## config.mk

```make
export PLATFORM = sky130hd
export DESIGN_NAME = pe_dot_sequencer
export DESIGN_NICKNAME = d
export VERILOG_FILES = /design/src/rtl/pe_dot_sequencer.sv
export SDC_FILE = /design/constraint.sdc
export NUM_CORES = 1
export LEC_CHECK = 0
export BUFFER_PORTS_ARGS = -buffer_cell sky130_fd_sc_hd__buf_2
export CORE_MARGIN = 2
export CORE_UTILIZATION = 49
export CTS_CLUSTER_SIZE = 16
export DETAILED_ROUTE_END_ITERATION = 8
export GPL_TIMING_DRIVEN = 1
export HOLD_SLACK_MARGIN = 0.06
export MAX_ROUTING_LAYER = met4
export PLACE_DENSITY = 0.76
export RECOVER_POWER = 50
export REMOVE_ABC_BUFFERS = 1
export SYNTH_ARGS = -nofsm -noshare
export SYNTH_HDL_FRONTEND = slang
export SYNTH_SLANG_ARGS = --single-unit
```

## constraint.sdc

```tcl
create_clock -name clk -period 4.5 [get_ports clk]
set_input_delay 0.45 -clock clk [delete_from_list [all_inputs] [get_ports clk]]
set_output_delay 0.45 -clock clk [all_outputs]
set_load 0.02 [all_outputs]
```

## src/rtl/pe_dot_sequencer.sv

```systemverilog
// Streams LEN float32 operand pairs into a MAC PE, waits PE_LAT+1 drain cycles, then returns the sum.
// Input stalls whenever the block is outside STREAM; the result is held in DONE until out_ready.
module pe_dot_sequencer #(
    parameter int LEN_W  = 16,
    parameter int PE_LAT = 1
) (
    input  logic             clk,
    input  logic             reset,
    input  logic             start,
    input  logic [LEN_W-1:0] len,
    input  logic             abort,
    input  logic             in_valid,
    output logic             in_ready,
    input  logic [31:0]      in_a,
    input  logic [31:0]      in_b,
    output logic             pe_reset,
    output logic [31:0]      pe_floatA,
    output logic [31:0]      pe_floatB,
    input  logic [31:0]      pe_result,
    output logic             out_valid,
    input  logic             out_ready,
    output logic [31:0]      out_data,
    output logic             busy
);

    localparam int DC_W = (PE_LAT < 1) ? 1 : $clog2(PE_LAT + 1);

    typedef enum logic [1:0] {IDLE, STREAM, DRAIN, DONE} state_t;

    state_t            state_q, state_d;
    logic [LEN_W-1:0]  len_q, len_d;
    logic [LEN_W-1:0]  cnt_q, cnt_d;
    logic [DC_W-1:0]   dc_q, dc_d;
    logic [31:0]       a_q, a_d, b_q, b_d;
    logic [31:0]       out_dat_q, out_dat_d;
    logic              pe_rst_q, pe_rst_d;
    logic              out_vld_q, out_vld_d;
    logic              hs;

    assign in_ready  = (state_q == STREAM);
    assign hs        = in_valid && in_ready;
    assign busy      = (state_q != IDLE);
    assign pe_reset  = pe_rst_q;
    assign pe_floatA = a_q;
    assign pe_floatB = b_q;
    assign out_valid = out_vld_q;
    assign out_data  = out_dat_q;

    always_comb begin
        state_d   = state_q;
        len_d     = len_q;
        cnt_d     = cnt_q;
        dc_d      = dc_q;
        a_d       = 32'h0;
        b_d       = 32'h0;
        pe_rst_d  = pe_rst_q;
        out_vld_d = out_vld_q;
        out_dat_d = out_dat_q;

        case (state_q)
            IDLE: begin
                pe_rst_d = 1'b1;
                if (start) begin
                    if (len != '0) begin
                        len_d    = len;
                        cnt_d    = '0;
                        pe_rst_d = 1'b0;
                        state_d  = STREAM;
                    end else begin
                        out_dat_d = 32'h0;
                        out_vld_d = 1'b1;
                        state_d   = DONE;
                    end
                end
            end
            STREAM: begin
                // Idle cycles feed 0*0 so the accumulator is unaffected.
                if (hs) begin
                    a_d   = in_a;
                    b_d   = in_b;
                    cnt_d = cnt_q + LEN_W'(1);
                    if (cnt_q == len_q - LEN_W'(1)) begin
                        dc_d    = DC_W'(PE_LAT);
                        state_d = DRAIN;
                    end
                end
            end
            DRAIN: begin
                if (dc_q == '0) begin
                    out_dat_d = pe_result;
                    out_vld_d = 1'b1;
                    pe_rst_d  = 1'b1;
                    state_d   = DONE;
                end else begin
                    dc_d = dc_q - DC_W'(1);
                end
            end
            DONE: begin
                if (out_ready) begin
                    out_vld_d = 1'b0;
                    state_d   = IDLE;
                end
            end
            default: state_d = IDLE;
        endcase

        // Abort overrides any same-cycle handshake, capture or output transfer.
        if (abort && state_q != IDLE) begin
            state_d   = IDLE;
            pe_rst_d  = 1'b1;
            a_d       = 32'h0;
            b_d       = 32'h0;
            out_vld_d = 1'b0;
        end
    end

    always_ff @(posedge clk or posedge reset) begin
        if (reset) begin
            state_q   <= IDLE;
            len_q     <= '0;
            cnt_q     <= '0;
            dc_q      <= '0;
            a_q       <= 32'h0;
            b_q       <= 32'h0;
            pe_rst_q  <= 1'b1;
            out_vld_q <= 1'b0;
            out_dat_q <= 32'h0;
        end else begin
            state_q   <= state_d;
            len_q     <= len_d;
            cnt_q     <= cnt_d;
            dc_q      <= dc_d;
            a_q       <= a_d;
            b_q       <= b_d;
            pe_rst_q  <= pe_rst_d;
            out_vld_q <= out_vld_d;
            out_dat_q <= out_dat_d;
        end
    end

endmodule

```

==> results of run 1 <==
-- worst reg2reg max path, stage by stage, from the launching register on --
cell       delay [ps]
dfrtp_1           450
inv_1              90
ha_1              260
nor3b_1           540
a31oi_1           160
nor4b_1           340
o2111ai_1         240
nor4_1            650
mux2i_1           270
-- flip-flops by register name, indices dropped and copies added (netlist names) --
name and count:
cnt_q 16, dc_q 1, len_q 16, out_data 32, out_valid 1, pe_floatA 32
pe_floatB 32, pe_reset 1, state_q 2
-- metrics by stage --
| stage | worst slack, ps | cell area, um2 | instances | power, mW |
|---|---|---|---|---|
| after floorplan | 497 | 5610 | 469 | 2.72 |
| after global placement | 1600 | 6930 | 834 | 3.22 |
| after detailed placement | 1480 | 6930 | 834 | 3.27 |
| after CTS | 1460 | 7480 | 866 | 4.52 |
| after global routing | 1100 | 7350 | 868 | 4.75 |
| final | 1420 | 7350 | 868 | 4.46 |
-- power by group --
group          total (mW)  switching, mW  internal (mW)  leakage (nW)
sequential           1.71          0.269           1.44          1.78
combinational        1.51          0.961          0.553          1.45
clock                1.23          0.505          0.729         0.254
total                4.46           1.73           2.73          3.48
-- Yosys cell counts (7+ instances only) --
library cell	instances	share of area, %
o21ai_0	20	1.7
nand3_1	7	0.61
dfrtp_1	132	58
nor3_1	12	1.0
clkbuf_1	24	1.6
mux2i_1	7	1.2
nand2_1	32	2.1
a21oi_1	7	0.61
inv_1	14	0.92
nor4_1	9	0.98
nor2_1	18	1.2
xnor2_1	8	1.2
and2_1	67	7.3
mux2_2	17	3.3
xor2_1	7	1.1
a22o_1	36	5.5
-- cells in the final DEF, fill, tap and decap left out, drive strengths merged, types with 5 or more instances in the layout --
cell and count:
dfrtp 132, buf 122, clkbuf 120, and2 67
a22o 36, nand2 32, o21ai 21, nor2 18
mux2 17, inv 14, nor3 12, nor4 11
xnor2 8, mux2i 7, xor2 7, nand3 7
a21oi 7, clkinv 7, nand4 6, ha 6
nand2b 5, clkinvlp 5
-- worst min path at each step --
stage,startpoint,to,slack (ps),depth (start not counted)
6_report,in_b[9],pe_floatB[9],240,2
5_1_grt,in_a[20],pe_floatA[20],220,2
4_1_cts,in_b[10],pe_floatB[10],220,2
3_5_place_dp,out_data[9],out_data[9],490,1
3_3_place_gp,out_data[17],out_data[17],490,1
2_1_floorplan,cnt_q[14],cnt_q[14],490,1
-- layer usage --
| metal | vias to the layer above | part of all wire [%] | track usage [%] |
|---|---|---|---|
| met1 | 2297 | 41 | 31.1 |
| met3 | 16 | 5.5 | 7.45 |
| met2 | 164 | 52 | 41.5 |
| met4 | 0 | 1.4 | 7.89 |
| li1 | 2207 | - | - |
| met5 | - | 0 | - |
-- timing repair --
item,CTS,global route
hold buffers,1,0
hold endpoints to repair,2,0
setup endpoints to repair,0,0
-- cell families (layout without fill, tap and decap cells) --
group | count (synthesis) | count (layout) | synth area share (%)
other cells | 0 | 2 | 0
mux | 24 | 24 | 4.57
xor+xnor | 15 | 15 | 2.29
buf+inv | 41 | 269 | 2.95
compound gates | 99 | 99 | 12.8
fa+ha+maj | 6 | 6 | 1.31
flops | 133 | 133 | 58.2
simple gates | 177 | 177 | 17.9
-- cell type report --
type / count / area [um2] / share of cell area (%)
diodes: 2 / 5.00 / 0.0681
clock buffers: 20 / 457 / 6.21
clock inverters: 11 / 80.1 / 1.09
inverters: 15 / 57.6 / 0.783
multi-input cells: 321 / 2240 / 30.4
flip-flops and latches: 133 / 3330 / 45.3
well taps: 143 / 179 / 2.43
repair buffers: 223 / 1010 / 13.7
==> results.json, run 1 <==
{
  "ys_ff_latch": 133,
  "finalHoldViolations": 0,
  "dieArea_um2": 12600,
  "hp-class": "input pin to register",
  "crit_family": "simple AND/OR/NAND/NOR gates",
  "drive_above_1_share_pct": 24.5,
  "hold_ws_ps": 238,
  "peakVddDrop_v": 0.000480,
  "grt_max_degree": 65,
  "routed-via-count": 4684,
  "drt-pass1-iter-count": 4,
  "fin_skew_ps": 8.01,
  "worst_pin_slew_ps": 1610,
  "portBuffers": 217,
  "critPathMaxFanout": 8,
  "fill_cells": 969,
  "period_share_pct": 68.4,
  "cts_tree": "built",
  "ant_nets": 0,
  "cts_made_buffers": 17,
  "layout.nets": 835,
  "r2r_end": "state_q[0]",
  "r2r_start": "len_q[0]",
  "place.gp.congestion": 0.918,
  "htreeDepth": 4,
  "synth_area_um2": 5730,
  "ios": 218,
  "ys.flop_type": "dfrtp_1",
  "clock_sinks": 133,
  "seq_area_frac_synth_pct": 58.2,
  "path_buf_inv": 1,
  "area_growth_pct": 28.4,
  "clockBufferDepth": 2,
  "maxCapViolCount": 1,
  "grt_setup_unrepaired": "false",
  "grt_antenna_before_repair": 2,
  "synth_cell_types": 55,
  "worstSkewPairLatency_ps": 420,
  "worstSetupEndpoint": "state_q[0]",
  "r2r_slack_ps": 1420,
  "violations": "capacitance limit, slew limit",
  "power_leakage_nw": 3.48,
  "setup_viol": 0,
  "fin_setup_tns_ps": 0,
  "synthCells": 495,
  "fin_util_pct": 64.4,
  "cp.depth": 8,
  "core_area_um2": 11400,
  "path_cells": "inv_1 > ha_1 > nor3b_1 > a31oi_1 > nor4b_1 > o2111ai_1 > nor4_1 > mux2i_1",
  "synth_edf_count": 0,
  "wl_per_cell_um": 17.5,
  "die_y_um": 112,
  "fmax_mhz": 325,
  "grt_use_total_pct": 25.5,
  "synthArstFlopShare_pct": 100,
  "critical_path_class": "register to register",
  "drv_slew": 40,
  "timing.slew.headroom_pct": -7.96,
  "route.detailed.drc": 0,
  "cp.required_ps": 4830,
  "worstSetupStartpoint": "len_q[0]",
  "start_util_pct": 50.1,
  "cts_root_buffer": "clkbuf_16",
  "endpoint_kind": "register",
  "cp-start-kind": "register",
  "postCtsSetupBuffers": 0,
  "critPathMaxStageDelay_ps": 650,
  "fin_crit_ps": 3080,
  "clkTransAtPathRegs_ps": 60,
  "drtIter0Drc": 260,
  "ff2ff_path_depth": 8,
  "status": "finished, violations left",
  "grt-ovfl-total": 0,
  "first_global_vias": 4676,
  "synth.avg_cell_area_um2": 11.6,
  "grt_pass1_wl_um": 24100,
  "dp_hpwl_um": 11400,
  "fp-row-count": 39,
  "post_cts_resize_count": 0,
  "wirelength_um": 15200,
  "avgViaCountPerCell": 5.40,
  "yosysWarnings": 0,
  "crit_slowest_cell": "nor4_1",
  "cp.arrival_ps": 3410,
  "die_w_um": 112,
  "powerDensity_nw_per_um2": 607
}
No activity file was read; power rests on OpenSTA's default activity.
==> inputs of run 2 (changes only) <==
- clock period: 4.5 -> 2.9 ns (I/O delays scaled with it)
==> run 2 against run 1 <==
  * The flow now finishes without violations
  * Sequential share of layout area decreased by 0.74 points
  * Setup slack got worse by 1200 ps
  * Clock-buffer cell count increased by 4
  * Critical endpoint is now dc_q
  * Highest routed layer unchanged
==> results.json, run 2 (synthesized netlist as in run 1, its figures left out) <==
{
  "seq_power_share_pct": 36.2,
  "clock_sinks": 133,
  "area_growth_pct": 30.5,
  "power_frac_comb_pct": 33.7,
  "postCtsSetupBuffers": 0,
  "die_w_um": 112,
  "grt_max_degree": 65,
  "fmax_mhz": 367,
  "period_share_pct": 94.0,
  "route.detailed.drc": 0,
  "first_global_vias": 4845,
  "avgViaCountPerCell": 5.48,
  "p_sw_mw": 2.70,
  "cp.arrival_ps": 3030,
  "grt-ovfl-total": 0,
  "met3_usage_pct": 6.80,
  "clockBufferDepth": 2,
  "worst_pin_slew_ps": 1130,
  "portBuffers": 217,
  "timing.slew.headroom_pct": 24.4,
  "setup_ws_ps": 174,
  "fin_crit_ps": 2730,
  "worstSkewPairLatency_ps": 420,
  "busiest_layer": "met2",
  "ios": 218,
  "total_power_mw": 7.25,
  "drive_above_1_share_pct": 24.8,
  "setup_viol": 0,
  "htreeDepth": 4,
  "hold_ws_ps": 74.2,
  "placedCellCount": 840,
  "grt_antenna_before_repair": 2,
  "cp-start-kind": "register",
  "finalHoldViolations": 0,
  "critical_path_class": "register to register",
  "place.gp.congestion": 0.978,
  "final_common_cell": "dfrtp_1",
  "critPathMaxStageDelay_ps": 500,
  "path_cells": "nor4_4 > nand2_1 > mux2_2 > or4b_1 > or4_1 > o311ai_1",
  "grt_setup_unrepaired": "false",
  "final_cell_mix": "dfrtp_1 (132), buf_2 (119), clkbuf_1 (103), and2_1 (67), a22o_1 (36)",
  "fp-row-count": 39,
  "start_util_pct": 50.1,
  "power_leakage_nw": 3.56,
  "hp-class": "input pin to register",
  "grt_use_total_pct": 26.8,
  "fin_skew_ps": 7.17,
  "powerDensity_nw_per_um2": 970,
  "cts_tree": "built",
  "routed-via-count": 4801,
  "wirelength_um": 15700,
  "p_int_mw": 4.55,
  "clock_power_share_pct": 30.1,
  "dp_hpwl_um": 11500,
  "drv_slew": 0,
  "fin_setup_tns_ps": 0,
  "drt-pass1-iter-count": 5,
  "cp.required_ps": 3210,
  "layout.nets": 841,
  "wl_per_cell_um": 18.0,
  "grt_pass1_wl_um": 25300,
  "clkTransAtPathRegs_ps": 60,
  "cts_root_buffer": "clkbuf_16",
  "fill_cells": 952,
  "crit_slowest_cell": "or4b_1",
  "regArea_um2": 3330,
  "critPathMaxFanout": 9,
  "die_y_um": 112,
  "multi_input_area_um2": 2240,
  "grt_use_met1_pct": 31.9,
  "finalNonFillerCells": 876,
  "core_area_um2": 11400,
  "swShare_pct": 37.3,
  "maxCapViolCount": 0,
  "ant_nets": 0,
  "dieArea_um2": 12600,
  "cts_made_buffers": 17,
  "peakVddDrop_v": 0.000629,
  "met2_usage_pct": 43.4,
  "drtIter0Drc": 292,
  "endpoint_kind": "register",
  "status": "complete, no violations",
  "place_ws_ps": 184
}
==> run 2: cell count changes in the layout (fill, tap and decap cells not counted), sizes merged <==
cell      delta
buf          +6
bufinv       +3
clkbuf       +4
clkinv       -1
clkinvlp     -5
diode        +1
==> run 2: per-stage QoR <==
stage	util, %	instance area (um2)
after global placement	61.2	6990
after global routing	65.4	7470
final	65.5	7470
after floorplan	-	5610
after CTS	66.6	7600
after detailed placement	61.2	6990
==> run 2: repair_timing <==
action,4_1_cts,5_1_grt
endpoints found under the setup margin,0,1
hold endpoints to repair,56,0
hold buffers,1,0
resized for setup,0,1
==> run 2: path summary, 6_finish.rpt <==
kind                                  to  slack, ps        start  cells past startpoint
setup reg to reg                    dc_q        170     len_q[6]                      6
max in group asynchronous      cnt_q[12]        660        reset                      4
min in group asynchronous  pe_floatA[13]        730        reset                      3
hold / removal              pe_floatA[8]         70      in_a[8]                      2
setup / recovery                    dc_q        170     len_q[6]                      6
hold reg to reg              out_data[2]        500  out_data[2]                      1
==> run 2: power by group through the flow <==
stage	Sequential, mW	Combinational (mW)	Clock, mW
finish	2.63	2.44	2.18
global route	2.68	2.67	2.29
CTS	2.61	2.48	2.21
detailed placement	2.64	2.45	0
global placement	2.62	2.36	0
floorplan	2.82	1.41	0
==> run 2: layout make-up <==
cell class | count | share of cell area (%)
flip-flops and latches | 133 | 44.6
inverters | 15 | 0.753
well taps | 143 | 2.39
clock inverters | 8 | 1.64
diodes | 3 | 0.100
repair buffers | 229 | 14.1
clock buffers | 24 | 6.45
multi-input cells | 321 | 30.0
==> run 2: metal layers <==
layer | wire length [um] | share of wire [%]
met5 | 0 | 0
met3 | 1050 | 6.7
met4 | 558 | 3.5
met2 | 8090 | 51
met1 | 6040 | 38
==> run 2: critical path, delay by kind of cell (launching register included) <==
kind | cells | cell delay (ps)
muxes | 1 | 310
DFF | 1 | 440
and+or+nand+nor | 4 | 1600
AOI/OAI and AO/OA | 1 | 250
